<file path="config.mk">
export PLATFORM = sky130hd
export DESIGN_NAME = uart_receive_flat
export DESIGN_NICKNAME = d
export VERILOG_FILES = /design/src/rtl/uart_receive_if.sv /design/src/rtl/uart_receive.sv /design/src/flat_wrapper.sv
export SDC_FILE = /design/constraint.sdc
export NUM_CORES = 1
export LEC_CHECK = 0
export ABC_CLOCK_PERIOD_IN_PS = 3010
export BUFFER_PORTS_ARGS = -buffer_cell sky130_fd_sc_hd__buf_2
export CORE_UTILIZATION = 58
export DETAILED_ROUTE_END_ITERATION = 6
export PLACE_DENSITY = 0.8
export SYNTH_ARGS = -nofsm -noshare
export SYNTH_HDL_FRONTEND = slang
export SYNTH_SLANG_ARGS = --single-unit
</file>
<file path="constraint.sdc">
create_clock -name clk -period 3.01 [get_ports clk]
set_input_delay 0.1505 -clock clk [delete_from_list [all_inputs] [get_ports clk]]
set_output_delay 0.1505 -clock clk [all_outputs]
set_load 0.05 [all_outputs]
</file>
<file path="src/rtl/uart_receive_if.sv">
// Byte-stream side of the UART receiver: one-deep holding register with a
// strobe/acknowledge handshake plus the sticky error flag.
interface uart_receive_if;
  logic [7:0] dat;
  logic       stb;
  logic       ack;
  logic       err;

  modport master (output dat, output stb, output err, input ack);
  modport slave  (input dat, input stb, input err, output ack);
endinterface

</file>
<file path="src/rtl/uart_receive.sv">
// 8N1 UART receiver: 2-flop input synchronizer, mid-bit sampling FSM and a
// one-deep output holding register with overrun/framing error detection.
module uart_receive #(
  parameter int BAUD = 9600,
  parameter int FREQ = 12_000_000
) (
  input  logic clk,
  input  logic rst,
  input  logic rxd_i,
  uart_receive_if.master rx_if
);

  // state | meaning
  // IDLE  | line idle, waiting for a falling edge
  // START | timing to mid start bit, glitch rejection
  // DATA  | sampling 8 data bits LSB first
  // STOP  | sampling stop bit; fwait_q set while waiting out a framing error
  localparam logic [1:0] IDLE  = 2'd0;
  localparam logic [1:0] START = 2'd1;
  localparam logic [1:0] DATA  = 2'd2;
  localparam logic [1:0] STOP  = 2'd3;

  localparam int DIV = (FREQ + BAUD / 2) / BAUD;
  localparam int CW  = (DIV > 2) ? $clog2(DIV) : 1;
  localparam logic [CW-1:0] HALF_LD = CW'(DIV / 2 - 1);
  localparam logic [CW-1:0] FULL_LD = CW'(DIV - 1);

  logic [1:0]    sync_q;
  logic [1:0]    state_q, state_d;
  logic [CW-1:0] cnt_q, cnt_d;
  logic [2:0]    idx_q, idx_d;
  logic [7:0]    shift_q, shift_d;
  logic          fwait_q, fwait_d;
  logic [7:0]    dat_q, dat_d;
  logic          stb_q, stb_d;
  logic          err_q, err_d;
  logic          rxd_s;
  logic          expire;

  assign rxd_s     = sync_q[1];
  assign expire    = (cnt_q == '0);
  assign rx_if.dat = dat_q;
  assign rx_if.stb = stb_q;
  assign rx_if.err = err_q;

  always_comb begin
    state_d = state_q;
    cnt_d   = cnt_q;
    idx_d   = idx_q;
    shift_d = shift_q;
    fwait_d = fwait_q;
    dat_d   = dat_q;
    stb_d   = stb_q;
    err_d   = err_q;

    if (stb_q && rx_if.ack) stb_d = 1'b0;
    if (!expire) cnt_d = cnt_q - 1'b1;

    case (state_q)
      IDLE: begin
        if (!rxd_s) begin
          cnt_d   = HALF_LD;
          state_d = START;
        end
      end
      START: begin
        if (expire) begin
          if (!rxd_s) begin
            cnt_d   = FULL_LD;
            idx_d   = 3'd0;
            state_d = DATA;
          end else begin
            state_d = IDLE;
          end
        end
      end
      DATA: begin
        if (expire) begin
          shift_d = {rxd_s, shift_q[7:1]};
          cnt_d   = FULL_LD;
          idx_d   = idx_q + 3'd1;
          if (idx_q == 3'd7) state_d = STOP;
        end
      end
      STOP: begin
        if (fwait_q) begin
          if (rxd_s) begin
            fwait_d = 1'b0;
            state_d = IDLE;
          end
        end else if (expire) begin
          if (rxd_s) begin
            // A load coinciding with a transfer replaces the old byte legally.
            if (!stb_q || rx_if.ack) begin
              dat_d = shift_q;
              stb_d = 1'b1;
            end else begin
              err_d = 1'b1;
            end
            state_d = IDLE;
          end else begin
            err_d   = 1'b1;
            fwait_d = 1'b1;
          end
        end
      end
      default: state_d = IDLE;
    endcase
  end

  always_ff @(posedge clk) begin
    if (!rst) begin
      sync_q  <= 2'b11;
      state_q <= IDLE;
      cnt_q   <= '0;
      idx_q   <= 3'd0;
      shift_q <= 8'd0;
      fwait_q <= 1'b0;
      dat_q   <= 8'd0;
      stb_q   <= 1'b0;
      err_q   <= 1'b0;
    end else begin
      sync_q  <= {sync_q[0], rxd_i};
      state_q <= state_d;
      cnt_q   <= cnt_d;
      idx_q   <= idx_d;
      shift_q <= shift_d;
      fwait_q <= fwait_d;
      dat_q   <= dat_d;
      stb_q   <= stb_d;
      err_q   <= err_d;
    end
  end

endmodule

</file>
<file path="src/flat_wrapper.sv">
// flat-port wrapper written by rule: the top's interface ports become plain ports
module uart_receive_flat 
#(
  parameter int BAUD = 9600,
  parameter int FREQ = 12_000_000
)
  (clk, rst, rxd_i, rx_if_dat, rx_if_stb, rx_if_err, rx_if_ack);
  uart_receive_if rx_if_i ();
  input  logic clk;
  input  logic rst;
  input  logic rxd_i;
  output wire logic [$bits(rx_if_i.dat)-1:0] rx_if_dat;
  output wire logic [$bits(rx_if_i.stb)-1:0] rx_if_stb;
  output wire logic [$bits(rx_if_i.err)-1:0] rx_if_err;
  input wire logic [$bits(rx_if_i.ack)-1:0] rx_if_ack;
  assign rx_if_dat = rx_if_i.dat;
  assign rx_if_stb = rx_if_i.stb;
  assign rx_if_err = rx_if_i.err;
  assign rx_if_i.ack = rx_if_ack;
  uart_receive #(.BAUD(BAUD), .FREQ(FREQ)) u_core (.clk(clk), .rst(rst), .rxd_i(rxd_i), .rx_if(rx_if_i));
endmodule
</file>
==> results of run 1 <==
==> path summary, 6_finish.rpt <==
path	startpoint	end	slack [ns]	cells past startpoint
max	u_core.cnt_q[0]$_SDFF_PN0_	u_core.cnt_q[0]$_SDFF_PN0_	0.69	10
min	rx_if_ack	u_core.rx_if.stb$_SDFF_PN0_	0.15	3
max reg2reg	u_core.cnt_q[0]$_SDFF_PN0_	u_core.cnt_q[0]$_SDFF_PN0_	0.69	10
min reg2reg	u_core.sync_q[0]$_SDFF_PN1_	u_core.sync_q[1]$_SDFF_PN1_	0.42	1
==> critical path, delay by kind of cell, from the launching register on <==
kind,cells,cell delay [ns]
adders and majority gates,2,0.45
AOI/OAI and AO/OA,3,0.47
buffers and inverters,2,0.15
and+or+nand+nor,3,0.79
DFF,1,0.35
==> cells in the mapped netlist (6+ instances only) <==
| master | instances | area, um^2 |
|---|---|---|
| a21boi_0 | 10 | 75.1 |
| nor2_1 | 6 | 22.5 |
| a21boi_1 | 7 | 52.6 |
| dfxtp_1 | 37 | 741 |
| nand3_1 | 19 | 95.1 |
| nand2_1 | 19 | 71.3 |
| o21ai_0 | 12 | 60.1 |
| nor3_1 | 7 | 35.0 |
| clkbuf_1 | 6 | 22.5 |
==> kinds of logic (layout without fill, tap and decap cells) <==
group,after synthesis,in the layout
adders and majority gates,5,5
xor gates and xnor gates,2,2
DFF,37,37
AOI/OAI and AO/OA,57,57
and+or+nand+nor,88,88
muxes,1,1
buffers and inverters,17,30
==> cell type report <==
class | count | area, um^2 | area share
inverters | 5 | 18.8 | 0.00950
multi-input cells | 153 | 991 | 0.502
clock inverters | 2 | 37.5 | 0.0190
clock buffers | 6 | 51.3 | 0.0260
repair buffers | 17 | 97.6 | 0.0494
flip-flops and latches | 37 | 741 | 0.375
well taps | 31 | 38.8 | 0.0196
==> sequential cells by signal (all words and copies together), names as in the netlist, named ones only <==
| name | flops |
|---|---|
| u_core.cnt_q | 11 |
| u_core.fwait_q | 1 |
| u_core.idx_q | 3 |
| u_core.rx_if.dat | 8 |
| u_core.rx_if.err | 1 |
| u_core.rx_if.stb | 1 |
| u_core.shift_q | 8 |
| u_core.state_q | 1 |
| u_core.sync_q | 2 |
==> timing repair <==
action	CTS	global route
endpoints found under the hold margin	1	0
endpoints found under the setup margin	0	0
hold buffers	1	0
==> per-stage QoR <==
step | area, um^2 | utilization | worst slack [ns] | power (uW)
detailed placement | 1880 | 0.658 | 0.709 | 1300
global route | 1980 | 0.693 | 0.539 | 1790
CTS | 1980 | 0.693 | 0.688 | 1670
finish | 1980 | 0.693 | 0.686 | 1680
global placement | 1880 | 0.658 | 0.790 | 1270
floorplan | 1820 | - | 0.544 | 1210
==> metal layers <==
metal  wire, um  GRT usage  up-vias
met5          0          0        -
met2       1820      0.412       58
met3        236     0.0714        6
met1       1780      0.335      749
met4         61      0.102        0
li1           -          -      787
==> layout by cell type (no fill, tap or decap), drive strengths merged, types with 2 or more instances in the layout <==
| master | netlist | layout |
|---|---|---|
| nor2 | 6 | 6 |
| dfxtp | 37 | 37 |
| or4 | 2 | 2 |
| o21a | 2 | 2 |
| clkbuf | 6 | 6 |
| nand4 | 3 | 3 |
| inv | 5 | 5 |
| o31ai | 2 | 2 |
| nand2 | 19 | 19 |
| nand2b | 4 | 4 |
| o211a | 2 | 2 |
| nor4 | 5 | 5 |
| a21oi | 5 | 5 |
| and3 | 2 | 2 |
| or3b | 3 | 3 |
| or3 | 5 | 5 |
| buf | 6 | 16 |
| nor2b | 5 | 5 |
| a32oi | 2 | 2 |
| o31a | 4 | 4 |
| o21ai | 12 | 12 |
| nor3 | 8 | 8 |
| a21o | 2 | 2 |
| nand3 | 19 | 19 |
| ha | 5 | 5 |
| o221a | 2 | 2 |
| a31oi | 2 | 2 |
| a21boi | 17 | 17 |
| nor3b | 3 | 3 |
==> power by group through the flow <==
stage,logic [uW],registers (uW),clock network [uW]
floorplan,597,615,0
global placement,619,647,0
detailed placement,647,654,0
CTS,651,642,373
global route,736,657,394
finish,661,648,366
==> results.ini, run 1 <==
[setup_path]
critPathKind = reg2reg
cp-start-kind = register
cp.arrival_ns = 2.56
cp_cell_sequence = inv_1 -> ha_1 -> or3b_2 -> nor3_4 -> inv_1 -> ha_1 -> nand2_1 -> o21ai_0 -> a21o_1 -> a32o_1
crit_fanout = 5
end_kind = register
cpPeakStageDelay_ns = 0.52
slowest_stage = or3b_2
required_ns = 3.25

[power]
power_density_mw_per_mm2 = 848
p_sw_uw = 656
p_leak_uw = 0.000775
clkPwrFrac = 0.219
p_int_uw = 1020
seq_power_share = 0.387
p_sw_frac = 0.392
p_comb_frac = 0.395
ir_worst_vdd_v = 0.000603

[timing]
max-slew-margin-rel = 0.549
tightest_slew_ns = 0.670
max_freq_ghz = 0.430
grt_setup_unrepaired = false
hold-worst-slack_ns = 0.154
finalSetupViolCount = 0
final-hold-violation-count = 0
period_minus_slack_ns = 2.32
clock_skew_ns = 0.00802
slew_violations = 0
setup_tns_ns = 0
min_period_over_period = 0.772

[cts]
cts_setup_buffers = 0
clk_pin_slew_ns = 0.11
root_buffer = clkbuf_4
cts_buffer_depth = 2
cts_buffers = 5
cts_max_level = 2
cts-resized-gates = 0
cts.sinks = 37
cts_tree = yes
insertion_delay_ns = 0.34

[floorplan]
die_y_um = 58.0
core_area_mm2 = 0.00285
die_w_um = 58.0
die-area_mm2 = 0.00337
start_util = 0.638
io_pins = 14
rows = 19

[detailed_routing]
final_antenna_net_count = 0
totalWireLength_um = 3900
drc_errors = 1
first_pass_iters = 6
dr_total_vias = 1600
drt_iter0_drc = 82
vias_per_cell = 6.37
wl_per_cell_um = 15.5

[run_status]
status = finished with violations
failed_checks = design-rule violations

[logic_synthesis]
synthSimpleGateAreaFrac = 0.269
netlist_area_mm2 = 0.00182
yosysUniqueCellTypes = 47
synth-compound-area-share = 0.226
synth_fa_ha_area_frac = 0.0344
synth_nets = 216
yosysWarnings = 0
synth.avg_cell_area_um2 = 8.79
ys.flop_type = dfxtp_1
syn-instance-count = 207
ys_seq_area_frac = 0.407
synth_xor_area_frac = 0.00962
synth-seq-cells = 37
synth_top_family_by_area = simple AND/OR/NAND/NOR gates
synth_edf_count = 0
ys_async_sr_fraction = 0
synth.area.mux_share = 0.00550

[place]
gp_congestion = 0.849
dpl.hpwl_um = 2640
port_buffers = 13
dpl.cell_count = 242

[global_routing]
grt_antenna_before_repair = 0
gr-total-overflow = 0
grt_pass1_wl_um = 6570
grt_start_max_net_pins = 36
grt_pass1_vias = 1438
grt_use_total = 0.259

[layout]
nets = 228
final_cells = 251
layout-drive-gt1-share = 0.145
areaGrowthSynthToFinish_pct = 8.52
nFillCells = 259
antenna_cells = 0

[run]
drv_cap = 0

[min_path]
hold_path.class = in2reg

(Power assumes the default switching activity.)
==> run 2: changes to the inputs <==
--- a/config.mk
+++ b/config.mk
@@ -5,7 +5,7 @@
 export SDC_FILE = /design/constraint.sdc
 export NUM_CORES = 1
 export LEC_CHECK = 0
-export ABC_CLOCK_PERIOD_IN_PS = 3010
+export ABC_CLOCK_PERIOD_IN_PS = 2400
 export BUFFER_PORTS_ARGS = -buffer_cell sky130_fd_sc_hd__buf_2
 export CORE_UTILIZATION = 58
 export DETAILED_ROUTE_END_ITERATION = 6
==> constraint.sdc (replaced) <==
create_clock -name clk -period 2.4 [get_ports clk]
set_input_delay 0.12 -clock clk [delete_from_list [all_inputs] [get_ports clk]]
set_output_delay 0.12 -clock clk [all_outputs]
set_load 0.05 [all_outputs]
==> run 2 against run 1 <==
The flow still finishes with violations (design-rule violations). Via count up 3.9%. Sequential power up 25%. Sequential cell count unchanged. Largest cell class unchanged. Highest routed layer unchanged.
==> results.ini, run 2 (synthesis results as in run 1) <==
[run_status]
status = finished with violations
failed_checks = design-rule violations

[global_routing]
grt_pass1_vias = 1497
grt_pass1_wl_um = 6810
gr-total-overflow = 0
grt_start_max_net_pins = 36
grt_use_total = 0.266
grt_antenna_before_repair = 0

[run]
drv_cap = 0

[setup_path]
end_kind = register
crit_fanout = 5
slowest_stage = or3b_4
cpPeakStageDelay_ns = 0.43
critPathKind = reg2reg
cp.arrival_ns = 2.49
cp-start-kind = register
worst-r2r-cell-count = 10
cp_cell_sequence = inv_1 -> ha_1 -> or3b_4 -> nor3_4 -> inv_1 -> ha_1 -> nand2_1 -> o21ai_0 -> a21o_1 -> a32o_1
required_ns = 2.65

[min_path]
hold_path.class = in2reg
min_path_cells = 3

[layout]
antenna_cells = 0
largest_register = u_core.cnt_q
final_cell_mix = 37 x dfxtp_1, 19 x nand3_1, 19 x nand2_1, 13 x buf_2, 12 x o21ai_0
layout_commonest_cell = dfxtp_1
nets = 231
areaGrowthSynthToFinish_pct = 10.7
layout-drive-gt1-share = 0.157
largest_reg_flops = 11

[power]
power_density_mw_per_mm2 = 1110
p_leak_uw = 0.000802
ir_worst_vdd_v = 0.000849

[detailed_routing]
vias_per_cell = 6.55
top_layer = met4
drc_errors = 1
final_antenna_net_count = 0
met1_length_um = 1720
wl_met3_um = 265
first_pass_iters = 7
wl_per_cell_um = 15.9
dr_total_vias = 1663
totalWireLength_um = 4030
wl_met2_um = 1980
drt_iter0_drc = 102

[timing]
clock_skew_ns = 0.0128
hold-worst-slack_ns = 0.134
slew_violations = 0
setup_tns_ns = 0
tightest_slew_ns = 0.556
max-slew-margin-rel = 0.627
period_minus_slack_ns = 2.24
final-hold-violation-count = 0
finalSetupViolCount = 0
grt_setup_unrepaired = false
min_period_over_period = 0.934
max_freq_ghz = 0.446

[place]
gp_congestion = 0.909
dpl.hpwl_um = 2770
port_buffers = 13

[cts]
clk_pin_slew_ns = 0.11
cts_max_level = 2
cts_tree = yes
insertion_delay_ns = 0.35
root_buffer = clkbuf_4
cts-hold-fix-buffers = 1
cts.sinks = 37
cts_setup_buffers = 0
cts-resized-gates = 0
cts_buffers = 5
cts_buffer_depth = 2

[floorplan]
die_w_um = 58.0
rows = 19
die-area_mm2 = 0.00337
die_y_um = 58.0
io_pins = 14
core_area_mm2 = 0.00285
start_util = 0.638

## run 2: routing by layer
metal	vias up	track usage
met5	-	0
met4	0	0.0884
met2	74	0.438
met3	9	0.0714
met1	783	0.339
li1	797	-
## run 2: worst max-delay path, delay by kind of cell (launching register included)
| kind | cells | cell delay (ns) |
|---|---|---|
| flops | 1 | 0.36 |
| buf+inv | 2 | 0.15 |
| simple gates | 3 | 0.70 |
| compound gates | 3 | 0.46 |
| fa+ha+maj | 2 | 0.47 |
## run 2: power by group
group,internal [uW],total (uW),switching (uW)
Clock,322,534,211
Sequential,694,810,116
Combinational,374,887,512
## run 2: final cells by class
type | instances | area, um^2
Inverter | 5 | 18.8
Tap cell | 31 | 38.8
Timing Repair Buffer | 20 | 120
Fill cell | 224 | 838
Clock buffer | 5 | 37.5
Clock inverter | 3 | 65.1
Sequential cell | 37 | 741
Multi-Input combinational cell | 153 | 993
## run 2: final timing paths
| check | start | end | slack [ns] |
|---|---|---|---|
| hold / removal | rx_if_ack | u_core.rx_if.stb$_SDFF_PN0_ | 0.13 |
| hold reg to reg | u_core.sync_q[0]$_SDFF_PN1_ | u_core.sync_q[1]$_SDFF_PN1_ | 0.42 |
| setup reg to reg | u_core.cnt_q[0]$_SDFF_PN0_ | u_core.cnt_q[0]$_SDFF_PN0_ | 0.16 |
| setup / recovery | u_core.cnt_q[0]$_SDFF_PN0_ | u_core.cnt_q[0]$_SDFF_PN0_ | 0.16 |
## run 2: through the flow
| stage | instance area, um^2 | worst slack [ns] | std cells | total power, uW | util |
|---|---|---|---|---|---|
| finish | 2010 | 0.158 | 254 | 2230 | 0.706 |
| global route | 2010 | 0.0356 | 254 | 2370 | 0.706 |
| CTS | 2010 | 0.166 | 254 | 2210 | 0.706 |
| detailed placement | 1900 | 0.188 | 245 | 1670 | 0.667 |
| global placement | 1900 | 0.291 | 245 | 1620 | 0.667 |
| floorplan | 1830 | 0.00604 | 207 | 1540 | - |
==> run 3: changes to the inputs <==
--- a/config.mk
+++ b/config.mk
@@ -7,9 +7,9 @@
 export LEC_CHECK = 0
 export ABC_CLOCK_PERIOD_IN_PS = 2400
 export BUFFER_PORTS_ARGS = -buffer_cell sky130_fd_sc_hd__buf_2
-export CORE_UTILIZATION = 58
+export CORE_UTILIZATION = 45
 export DETAILED_ROUTE_END_ITERATION = 6
-export PLACE_DENSITY = 0.8
+export PLACE_DENSITY = 0.66
 export SYNTH_ARGS = -nofsm -noshare
 export SYNTH_HDL_FRONTEND = slang
 export SYNTH_SLANG_ARGS = --single-unit
==> run 3 against run 2 <==
Critical path type unchanged. The flow now finishes without violations. Largest power group unchanged. Critical path depth stayed put. Clock skew is 0.0053 ns lower. Total power decreased by 4.4%.
==> results.ini, run 3 (synthesis results as in run 1) <==
[place]
gp_congestion = 0.895
pre_cts_slack_ns = 0.185
dpl.hpwl_um = 2690
port_buffers = 13
dpl.cell_count = 263

[setup_path]
cp-start-kind = register
startpoint = u_core.cnt_q[0]$_SDFF_PN0_
slowest_stage = or3b_4
cp_top_family = simple AND/OR/NAND/NOR gates
cpPeakStageDelay_ns = 0.42
worst-r2r-cell-count = 10
crit_fanout = 5
reg2reg_from = u_core.cnt_q[0]$_SDFF_PN0_
critPathKind = reg2reg
rrSetupSlack_ns = 0.14
cp.arrival_ns = 2.44
cp_num_buf_inv = 2
required_ns = 2.58
end_kind = register
reg2reg_to = u_core.cnt_q[0]$_SDFF_PN0_
cp_cell_sequence = inv_1 -> ha_1 -> or3b_4 -> nor3_4 -> inv_1 -> ha_1 -> nand2_1 -> o21ai_0 -> a21o_1 -> a32o_1
path_depth = 10
crit_path_end = u_core.cnt_q[0]$_SDFF_PN0_

[timing]
setup_tns_ns = 0
period_minus_slack_ns = 2.26
max-slew-margin-rel = 0.634
max_freq_ghz = 0.443
grt_setup_unrepaired = false
final-hold-violation-count = 0
finalSetupViolCount = 0
tightest_slew_ns = 0.549
min_period_over_period = 0.942
final.setup.worst_slack_ns = 0.140
clock_skew_ns = 0.00746
slew_violations = 0

[floorplan]
die_y_um = 65.6
die-area_mm2 = 0.00430
core_area_mm2 = 0.00377
rows = 22
die_w_um = 65.6
io_pins = 14
start_util = 0.483

[power]
finalPower_uw = 2130
p_leak_uw = 0.000791
ir_worst_vdd_v = 0.000555
power_density_mw_per_mm2 = 1050

[detailed_routing]
vias_per_cell = 5.89
drt_iter0_drc = 107
drc_errors = 0
final_antenna_net_count = 0
wl_per_cell_um = 14.5
first_pass_iters = 4
totalWireLength_um = 3910
dr_total_vias = 1590

[cts]
cts.sinks = 37
cts_max_level = 2
cts-hold-fix-buffers = 0
cts-resized-gates = 0
cts_buffer_depth = 2
cts_tree = yes
cts_setup_buffers = 0
root_buffer = clkbuf_8
cts_buffers = 5
clk_pin_slew_ns = 0.07
insertion_delay_ns = 0.29

[min_path]
hold_path.class = in2reg

[global_routing]
grt_pass1_wl_um = 6970
grt_use_total = 0.215
grt_pass1_vias = 1529
grt_antenna_before_repair = 0
grt_start_max_net_pins = 36
gr-total-overflow = 0

[run_status]
status = finished, final reports clean

[layout]
multiInputGateArea_um2 = 993
largest_reg_flops = 11
areaGrowthSynthToFinish_pct = 11.0
final_cell_mix = 37 x dfxtp_1, 19 x nand3_1, 19 x nand2_1, 13 x buf_2, 12 x o21ai_0
antenna_cells = 0
nets = 231
final_cells = 270
largest_register = u_core.cnt_q
ff_latch_area_um2 = 741
layout_commonest_cell = dfxtp_1
nFillCells = 345
layout-drive-gt1-share = 0.158

[run]
drv_cap = 0

run 3: cell types whose count changed in the layout (fill, tap and decap cells not counted), sizes merged:
| cell | change |
|---|---|
| buf | +1 |
| bufinv | -2 |
| clkbuf | +1 |
| clkinv | -1 |
| clkinvlp | +1 |
| dlygate4sd3 | -1 |
run 3: power breakdown:
part	leakage, uW	total [uW]	internal [uW]	switching (uW)
Sequential	0.000301	799	694	104
Clock	0.0000433	442	227	215
Combinational	0.000447	891	378	513
run 3: through the flow:
| step | utilization | instance area, um^2 | hold WS [ns] |
|---|---|---|---|
| 2_1_floorplan | - | 1830 | 0.193 |
| 6_report | 0.536 | 2020 | 0.0195 |
| 4_1_cts | 0.536 | 2020 | 0.0149 |
| 5_1_grt | 0.536 | 2020 | 0.0176 |
| 3_3_place_gp | 0.512 | 1930 | 0.307 |
| 3_5_place_dp | 0.512 | 1930 | 0.314 |
run 3: area by class of cell:
cell class / count / area share
clock buffer: 6 / 0.0409
multi-input combinational: 153 / 0.492
inverter: 5 / 0.00929
clock inverter: 1 / 0.00372
timing repair buffer: 20 / 0.0582
tap: 48 / 0.0297
sequential: 37 / 0.367
run 3: layer usage:
layer,track usage,share of wire
met1,0.277,0.49
met4,0.0734,0.0056
met2,0.344,0.46
met5,0,0
met3,0.0573,0.048
run 3: how the worst min path moves through the flow:
stage / from / end / slack (ns) / cells past startpoint
after floorplan: rst / u_core.sync_q[0]$_SDFF_PN1_ / 0.19 / 1
after global placement: rxd_i / u_core.sync_q[0]$_SDFF_PN1_ / 0.31 / 2
final: rxd_i / u_core.sync_q[0]$_SDFF_PN1_ / 0.02 / 2
after CTS: rxd_i / u_core.sync_q[0]$_SDFF_PN1_ / 0.01 / 2
after detailed placement: rxd_i / u_core.sync_q[0]$_SDFF_PN1_ / 0.31 / 2
after global routing: rxd_i / u_core.sync_q[0]$_SDFF_PN1_ / 0.02 / 2
